[src/rtl/cache_mem_arbiter.sv]
// Shares the cache-side rd_*/wr_* memory port between N_REQ round-robin read
// requesters and the dcache write path, holding off reads that hit a pending write line.
module cache_mem_arbiter #(
  parameter int N_REQ        = 2,
  parameter int LINE_WORDS   = 8,
  parameter int OFFSET_WIDTH = 5
) (
  input  logic                    clk,
  input  logic                    resetn,
  input  logic [N_REQ-1:0]        u_rd_req,
  input  logic [3*N_REQ-1:0]      u_rd_type,
  input  logic [32*N_REQ-1:0]     u_rd_addr,
  output logic [N_REQ-1:0]        u_rd_rdy,
  output logic [N_REQ-1:0]        u_ret_valid,
  output logic [N_REQ-1:0]        u_ret_last,
  output logic [31:0]             u_ret_data,
  input  logic                    u_wr_req,
  input  logic [2:0]              u_wr_type,
  input  logic [31:0]             u_wr_addr,
  input  logic [3:0]              u_wr_wstrb,
  input  logic [32*LINE_WORDS-1:0] u_wr_data,
  output logic                    u_wr_rdy,
  output logic                    rd_req,
  output logic [2:0]              rd_type,
  output logic [31:0]             rd_addr,
  input  logic                    rd_rdy,
  input  logic                    ret_valid,
  input  logic                    ret_last,
  input  logic [31:0]             ret_data,
  output logic                    wr_req,
  output logic [2:0]              wr_type,
  output logic [31:0]             wr_addr,
  output logic [3:0]              wr_wstrb,
  output logic [32*LINE_WORDS-1:0] wr_data,
  input  logic                    wr_rdy,
  input  logic                    wr_done,
  output logic                    proto_err
);

  localparam int GW = (N_REQ > 1) ? $clog2(N_REQ) : 1;
  localparam int LW = 32 - OFFSET_WIDTH;
  localparam int CW = $clog2(LINE_WORDS + 1) + 1;

  typedef enum logic [1:0] {R_IDLE, R_ADDR, R_DATA} rstate_e;

  rstate_e           state_q;
  logic [GW-1:0]     grant_q;
  logic [GW-1:0]     rrPtr_q;
  logic [2:0]        type_q;
  logic [31:0]       addr_q;
  logic [CW-1:0]     beatCnt_q;
  logic              protoErr_q;
  logic              wrPending_q, wrPending_d;
  logic [LW-1:0]     pendLine_q, pendLine_d;

  logic              wrHs;
  logic [N_REQ-1:0]  hazard;
  logic [N_REQ-1:0]  eligible;
  logic              anyEligible;
  logic [GW-1:0]     winner;
  logic [31:0]       selAddr;
  logic [2:0]        selType;
  logic [N_REQ-1:0]  grantOneHot;
  logic [CW-1:0]     beatsSeen;
  logic [CW-1:0]     expBeats;

  // Only one write may be outstanding, so the write channel is closed while one is pending.
  assign u_wr_rdy = wr_rdy & ~wrPending_q;
  assign wrHs     = u_wr_req & u_wr_rdy;
  assign wr_req   = u_wr_req & ~wrPending_q;
  assign wr_type  = wrPending_q ? '0 : u_wr_type;
  assign wr_addr  = wrPending_q ? '0 : u_wr_addr;
  assign wr_wstrb = wrPending_q ? '0 : u_wr_wstrb;
  assign wr_data  = wrPending_q ? '0 : u_wr_data;

  always_comb begin
    wrPending_d = wrPending_q;
    pendLine_d  = pendLine_q;
    if (wrHs) begin
      wrPending_d = 1'b1;
      pendLine_d  = u_wr_addr[31:OFFSET_WIDTH];
    end else if (wr_done) begin
      wrPending_d = 1'b0;
    end
  end

  always_ff @(posedge clk) begin
    if (!resetn) begin
      wrPending_q <= 1'b0;
      pendLine_q  <= '0;
    end else begin
      wrPending_q <= wrPending_d;
      pendLine_q  <= pendLine_d;
    end
  end

  // A write being accepted this cycle blocks same-line reads just like a pending one.
  always_comb begin
    hazard = '0;
    for (int i = 0; i < N_REQ; i++) begin
      hazard[i] = (wrPending_q && (u_rd_addr[i*32+OFFSET_WIDTH +: LW] == pendLine_q)) ||
                  (wrHs && (u_rd_addr[i*32+OFFSET_WIDTH +: LW] == u_wr_addr[31:OFFSET_WIDTH]));
    end
  end

  assign eligible = u_rd_req & ~hazard;

  always_comb begin : arbitrate
    int idx;
    idx         = 0;
    winner      = '0;
    anyEligible = 1'b0;
    selAddr     = '0;
    selType     = '0;
    for (int k = 0; k < N_REQ; k++) begin
      idx = int'(rrPtr_q) + k;
      if (idx >= N_REQ) idx = idx - N_REQ;
      if (!anyEligible && eligible[idx]) begin
        anyEligible = 1'b1;
        winner      = GW'(idx);
        selAddr     = u_rd_addr[idx*32 +: 32];
        selType     = u_rd_type[idx*3 +: 3];
      end
    end
  end

  assign grantOneHot = N_REQ'(1) << grant_q;
  assign beatsSeen   = (&beatCnt_q) ? beatCnt_q : beatCnt_q + 1'b1;
  assign expBeats    = (type_q == 3'b100) ? CW'(LINE_WORDS) : CW'(1);

  // Unsupported types are latched as word reads so the bridge only ever sees legal types.
  always_ff @(posedge clk) begin
    if (!resetn) begin
      state_q    <= R_IDLE;
      grant_q    <= '0;
      rrPtr_q    <= '0;
      type_q     <= '0;
      addr_q     <= '0;
      beatCnt_q  <= '0;
      protoErr_q <= 1'b0;
    end else begin
      case (state_q)
        R_IDLE: begin
          if (anyEligible) begin
            grant_q <= winner;
            addr_q  <= selAddr;
            type_q  <= (selType == 3'b100) ? 3'b100 : 3'b010;
            rrPtr_q <= (int'(winner) == N_REQ - 1) ? '0 : winner + 1'b1;
            state_q <= R_ADDR;
          end
        end
        R_ADDR: begin
          if (rd_rdy) begin
            beatCnt_q <= '0;
            state_q   <= R_DATA;
          end
        end
        R_DATA: begin
          if (ret_valid) begin
            beatCnt_q <= beatsSeen;
            if (ret_last) begin
              if (beatsSeen != expBeats) protoErr_q <= 1'b1;
              state_q <= R_IDLE;
            end
          end
        end
        default: state_q <= R_IDLE;
      endcase
    end
  end

  assign rd_req      = (state_q == R_ADDR);
  assign rd_type     = rd_req ? type_q : '0;
  assign rd_addr     = rd_req ? addr_q : '0;
  assign u_rd_rdy    = (rd_req && rd_rdy) ? grantOneHot : '0;
  assign u_ret_valid = (state_q == R_DATA && ret_valid) ? grantOneHot : '0;
  assign u_ret_last  = (state_q == R_DATA && ret_last) ? grantOneHot : '0;
  assign u_ret_data  = (state_q == R_DATA) ? ret_data : '0;
  assign proto_err   = protoErr_q;

endmodule

[config.mk]
export PLATFORM = sky130hd
export DESIGN_NAME = cache_mem_arbiter
export DESIGN_NICKNAME = d
export VERILOG_FILES = /design/src/rtl/cache_mem_arbiter.sv
export SDC_FILE = /design/constraint.sdc
export NUM_CORES = 1
export LEC_CHECK = 0
export BUFFER_PORTS_ARGS = -buffer_cell sky130_fd_sc_hd__buf_2
export CAP_MARGIN = 25
export CORE_AREA = 2 2 300 302
export CTS_CLUSTER_SIZE = 14
export DETAILED_ROUTE_END_ITERATION = 6
export DIE_AREA = 0 0 302 304
export GPL_TIMING_DRIVEN = 0
export SETUP_SLACK_MARGIN = 0.4
export SLEW_MARGIN = 20
export SYNTH_ARGS = -nofsm -noshare
export SYNTH_HDL_FRONTEND = slang
export SYNTH_SLANG_ARGS = --single-unit
[constraint.sdc]
create_clock -name clk -period 3.6 [get_ports clk]
set_input_delay 0.36 -clock clk [delete_from_list [all_inputs] [get_ports clk]]
set_output_delay 0.36 -clock clk [all_outputs]
set_load 0.02 [all_outputs]
**After elaboration in Yosys (flattened, before gate mapping)**

Index checks and enable logic that the tools add are counted.

- Bits in registers: 73
- Bits of input ports: 407
- Output and inout port bits: 372

- Reductions and logical operators: 19
- Multiplexer cells: 40
- Order comparisons: 4
- Bitwise gates (word level): 6
- Equal/unequal tests: 13
- Add/sub/neg operators: 5
- Multiply operators: 2
- Shift operators: 5

Operators with widths:

| cell | number |
|---|---|
| $mux 256 | 1 |
| $mux 32 | 7 |
| $shiftx 64x32->32 | 2 |
| $eq 27x27->1 | 4 |
| $lt 32x3->1 const B | 2 |
| $mul 32x3->32 const B | 2 |
| $shiftx 6x32->3 | 2 |
| $mux 3 | 5 |
| $mux 5 | 3 |
| $mux 2 | 7 |
| $mux 1 | 13 |
| $pmux 5 s2 | 1 |
| $logic_and 1x1->1 | 8 |
| $mux 4 | 2 |
| $reduce_and 4->1 | 2 |
| $eq 3x3->1 const B | 2 |
| $ne 2x2->1 const B | 3 |
| $pmux 2 s3 | 1 |
| $add 5x1->5 const B | 1 |
| $ne 5x4->1 | 1 |
| $reduce_and 5->1 | 1 |
| $reduce_bool 2->1 | 2 |
| $and 1x1->1 | 3 |
| $reduce_and 3->1 | 1 |
| 17 further kinds | 18 |

**Logic depth before layout (Yosys ltp)**

- Depth after elaboration: 16
- Gate-level depth with buffers: 11

**Worst setup path before layout**

OpenSTA, ideal clock, no wires.

- Path type: register to register
- Start point: register wrPending_q
- End point: register addr_q[0]
- Arrival time: 2.036 ns
- Clock period less this slack: 2.153 ns
- Cell stages (with the launch flop): 10
- Path buffers: 1
- Library setup time: 0.118 ns
- Setup slack: 1.447 ns
- Required time: 3.482 ns
- Path through: dfxtp_1 > and3b_1 > buf_4 > nand4_1 > nor4_2 > a22oi_2 > a311oi_4 > nand2_1 > o221ai_1 > nor2_1

- Longest elaborated chain between the ends: 15

Ends and longest elaborated chain:

| element | RTL line | source |
|---|---|---|
| start, declared | 53 | `logic wrPending_q, wrPending_d;` |
| start signal, assigned | 92 | `wrPending_q <= wrPending_d;` |
| $not 1->1 | 68 | `assign u_wr_rdy = wr_rdy & ~wrPending_q;` |
| $and 1x1->1 | 68 |  |
| $and 1x1->1 | 69 | `assign wrHs = u_wr_req & u_wr_rdy;` |
| $logic_and 1x1->1 | 102 | `(wrHs && (u_rd_addr[i*32+OFFSET_WIDTH +: LW] == u_wr_addr[31:OFFSET_WIDTH]));` |
| $logic_or 1x1->1 | 101 | `hazard[i] = (wrPending_q && (u_rd_addr[i*32+OFFSET_WIDTH +: LW] == pendLine_q)) \|\|` |
| $not 2->2 (*) | 106 | `assign eligible = u_rd_req & ~hazard;` |
| $and 2x2->2 (*) | 106 |  |
| $mux 1 (implied by the code) (3 in series) | 118 | `if (!anyEligible && eligible[idx]) begin` |
| $mux 1 | 118 |  |
| $logic_not 1->1 | 118 |  |
| $logic_and 1x1->1 | 118 |  |
| $mux 1 | 118 |  |
| $reduce_and 2->1 (no source line) | -- |  |
| end signal, assigned | 146 | `addr_q <= selAddr;` |
| end, declared | 50 | `logic [31:0] addr_q;` |

Every way passes the cells marked *; elsewhere a longest branch is shown, timed or not. The select of a mux whose other input is x is not followed.
A chain may end at the register's enable or synchronous reset.

**Worst setup path in the final report**

- Start point: register wrPending_q
- End point: output wr_data[142]

- Longest elaborated chain between the ends: 1

Ends and longest elaborated chain:

| element | RTL line | source |
|---|---|---|
| $mux 256 | 74 | `assign wr_data = wrPending_q ? '0 : u_wr_data;` |
| end, declared | 34 | `output logic [32*LINE_WORDS-1:0] wr_data,` |

Every way passes these cells.

==> results by group <==
Detailed routing
  • DRT met1 WL: just under 30000 µm
  • Met3 WL: between 9000 and 10000 µm
  • Via count: between 10000 and 15000
  • Iteration-0 DRC Markers: 624
  • Post-route ant nets: 0
  • Vias per inst: roughly 3.5
  • # DRC: 0
  • First-pass DRT Iterations: 5
  • Met2 routed wirelength: 42020 µm
  • Highest metal used: met5
  • Final wirelength: 86190 µm
  • Drt wl/cell: roughly 30 µm

Synthesis
  • Cell variety after synth: 44
  • Top cells by area, synth: nor2b_1 28%, dfxtp_1 22%, xnor2_1 9.3%
  • Seq cells post-synth: 72
  • Syn Nets: 1323
  • YS warnings: 0
  • Syn_area_per_cell: 7.212 µm²
  • Synth Instances: around 920
  • Post-synth top area share: between 20 and 30%
  • Async S/R FF share, synth: 0%
  • Synth Flop Type: dfxtp_1
  • Seq/Total Area, Yosys: a little over a fifth
  • Largest area contributor in the netlist: nor2b_1
  • EDFF count, synth: 0
  • Syn Std Cell Area: 6599 µm²

Clock network
  • Setup bufs post-CTS: 0
  • Clk_lat worst skew: about 340 ps
  • Root buffer cell: clkbuf_16
  • Clock sinks: 72
  • CTS clk-pin slew, worst paths: 70 ps
  • Hold_buf cts: 0
  • Clock buffer depth: 2
  • TritonCTS buffer count: 9
  • CTS tree: built
  • H-tree levels: 3

Power and ir drop
  • Register share of total power: between 20% and 30%
  • Comb pwr share: approximately 50%
  • Switch Pwr: 0.001709 W
  • Pleak: 5.842 nW
  • Sw Share: around 45%
  • Overall Power: 0.003800 W
  • Clock power share: between 20% and 30%
  • Power per Cell Area: roughly 300 nW/µm²
  • P_int: roughly 0.0021 W
  • Maximum vdd drop: slightly below 0.2 mV

Setup path
  • Worst Path Class, Setup: flip-flop to primary output
  • Critical Path Max Stage Delay: between 500 and 600 ps
  • Worst R2R End: addr_q[25]
  • Worst r2r src: pendLine_q[25]
  • Crit path max fanout: 10
  • Crit start category: flip-flop
  • Worst R2R Setup Slack: 590 ps
  • Crit path from: wrPending_q
  • Crit path DAT: roughly 2700 ps
  • CP max stage cell: clkbuf_1
  • Cell mode on critical path: clkbuf_1
  • Critical Path End: wr_data[142]
  • Worst path cell trace: clkbuf_4 > clkbuf_1 > clkbuf_1 > nor2b_1 > buf_2
  • Req. time, crit path: 3240 ps
  • CP endpoint kind: primary output
  • Worst R2R Path Depth: 9

Die
  • Core area: ~90000 µm²
  • Die ar.: 91810 µm²
  • Die W: between 300 and 400 µm
  • Ports: approximately 800
  • Starting density of the core: about 7.4%
  • Die height: just over 300 µm
  • Num rows: between 100 and 150

Finish
  • Area Overhead vs Synth: 87.16%
  • Fraction of layout cells with a size suffix above 1: between 40% and 50%
  • Non-filler cells, final: 2908
  • Fin nets: about 2100

GRT
  • Global-route wire length before repair: approximately 110000 µm
  • Vias in the first global route: a little under 10000
  • Initial antenna violation count: between 80 and 90
  • Total GRT Usage: between 10% and 20%
  • Overflow after GRT: 0
  • Largest net degree at the start of global routing: 15

Place
  • Pre-CTS setup slack: 455.0 ps
  • Buffers on Ports: between 700 and 800
  • Cells after DPL: roughly 2900
  • Routability Congestion: approximately 1.0
  • Hpwl dp: 80300 µm

Hold path
  • Worst hold path class: primary input to flip-flop
  • Hold Path Origin: u_rd_addr[4]

STA
  • Final hold violation count: 0
  • Max-slew headroom: 48.72%
  • RSZ-0062 raised after global routing: false
  • Setup Skew: between 10 and 15 ps
  • # setup viols final: 0
  • Period utilisation layout: a little over four fifths
  • Final min period: ~3000 ps
  • Worst-margin pin slew: slightly below 800 ps
  • Fin Setup TNS: 0 ps
  • Setup ws final: 546.8 ps
  • Final-report max-slew violation count: 0
  • Fmax: approximately 330 MHz

Job
  • Max-cap violation count: 0

Status
  • Outcome: finished, final reports clean
registers in the layout (all words and copies together) (netlist names):
register     cells
state_q          2
rrPtr_q          1
grant_q          1
proto_err        1
type_q           2
pendLine_q      27
beatCnt_q        5
addr_q          32
wrPending_q      1
worst max-delay path, delay by kind of cell (launching register included):
family,cells,cell delay (ps)
simple gates,1,190
flops,1,470
buf+inv,4,1680
cell usage after synthesis (2+ instances only):
master,number
xnor2_1,70
nand2_1,68
nor4_1,11
a311oi_1,2
nor3b_1,3
dfxtp_1,72
o21ai_0,32
nand3b_1,2
buf_2,4
nor2b_1,299
a31oi_1,2
nand3_1,6
a221oi_1,27
a21oi_1,38
nand4_1,20
inv_1,3
xor2_1,39
nand2b_1,5
and2_1,67
buf_4,5
o221ai_1,6
nor2_1,50
clkbuf_1,58
nor3_1,3
and3_1,4
repair_timing:
item,in CTS,in global routing
resized for setup,2,2
endpoints found under the hold margin,0,0
setup endpoints to repair,21,3
gates cloned,0,0
metrics by stage:
stage	instance area (µm²)	util (%)	hold WS, ps
2_1_floorplan	6599	-	449.2
5_1_grt	12310	13.82	256.2
6_report	12350	13.87	251.9
3_5_place_dp	11960	13.43	472.9
3_3_place_gp	11950	13.42	461.2
4_1_cts	12290	13.80	247.8
metal layers:
| layer | vias up | track usage [%] |
|---|---|---|
| met5 | - | 0 |
| met4 | 80 | 7.126 |
| met3 | 192 | 8.431 |
| met2 | 603 | 32.06 |
| met1 | 4741 | 17.59 |
| li1 | 4603 | - |
cells by family (layout without fill, tap and decap cells):
logic type	Yosys count	in the layout	share of synthesized area [%]
flip-flops	72	72	21.84
AO/OA/AOI/OAI	118	118	11.93
other	1	26	0.05683
adder cells (fa/ha/maj)	1	1	0.1896
buffers and inverters	71	863	4.399
XOR/XNOR	109	109	14.47
AND/OR/NAND/NOR	543	543	47.12
power groups by stage:
stage	clock network (W)	logic, W	registers (W)
after floorplan	0	0.000877	0.000910
after global placement	0	0.00190	0.000933
after detailed placement	0	0.00191	0.000935
after CTS	0.00103	0.00191	0.000918
after global routing	0.00106	0.00198	0.000924
final	0.00101	0.00188	0.000915
layout make-up:
cell class | instances | area [µm²]
timing repair buffer | 776 | 3884
multi-input combinational | 772 | 4867
inverter | 3 | 11.26
fill | 10460 | 76700
clock inverter | 7 | 102.6
buffer | 68 | 285.3
tap | 1176 | 1471
clock buffer | 9 | 225.2
sequential | 72 | 1441
antenna | 25 | 62.56
cells in the final DEF, fill, tap and decap left out, types with 2 or more instances in the layout:
cell type / Yosys / routed
buf_2: 4 / 780
nor2b_1: 299 / 299
dfxtp_1: 72 / 72
xnor2_1: 70 / 70
nand2_1: 68 / 68
and2_1: 67 / 67
clkbuf_1: 58 / 55
nor2_1: 50 / 50
xor2_1: 39 / 39
a21oi_1: 38 / 38
o21ai_0: 32 / 32
a221oi_1: 27 / 27
diode_2: 0 / 25
nand4_1: 20 / 20
nor4_1: 11 / 11
clkbuf_16: 0 / 9
nand3_1: 6 / 6
o221ai_1: 6 / 6
buf_4: 5 / 5
nand2b_1: 5 / 5
and3_1: 4 / 4
inv_1: 3 / 3
nor3_1: 3 / 3
nor3b_1: 3 / 3
clkbuf_2: 0 / 2
nand3b_1: 2 / 2
a311oi_1: 2 / 2
a31oi_1: 2 / 2
clkinv_4: 0 / 2
bufinv_16: 0 / 2
inv_6: 0 / 2
worst min-delay path by stage:
stage,to,slack [ps],cells past startpoint
detailed placement,beatCnt_q[1],470,2
global route,addr_q[4],260,3
CTS,addr_q[4],250,3
floorplan,beatCnt_q[1],450,2
finish,addr_q[4],250,3
global placement,proto_err,460,2
Note: power is estimated with default switching activity, not from simulation.
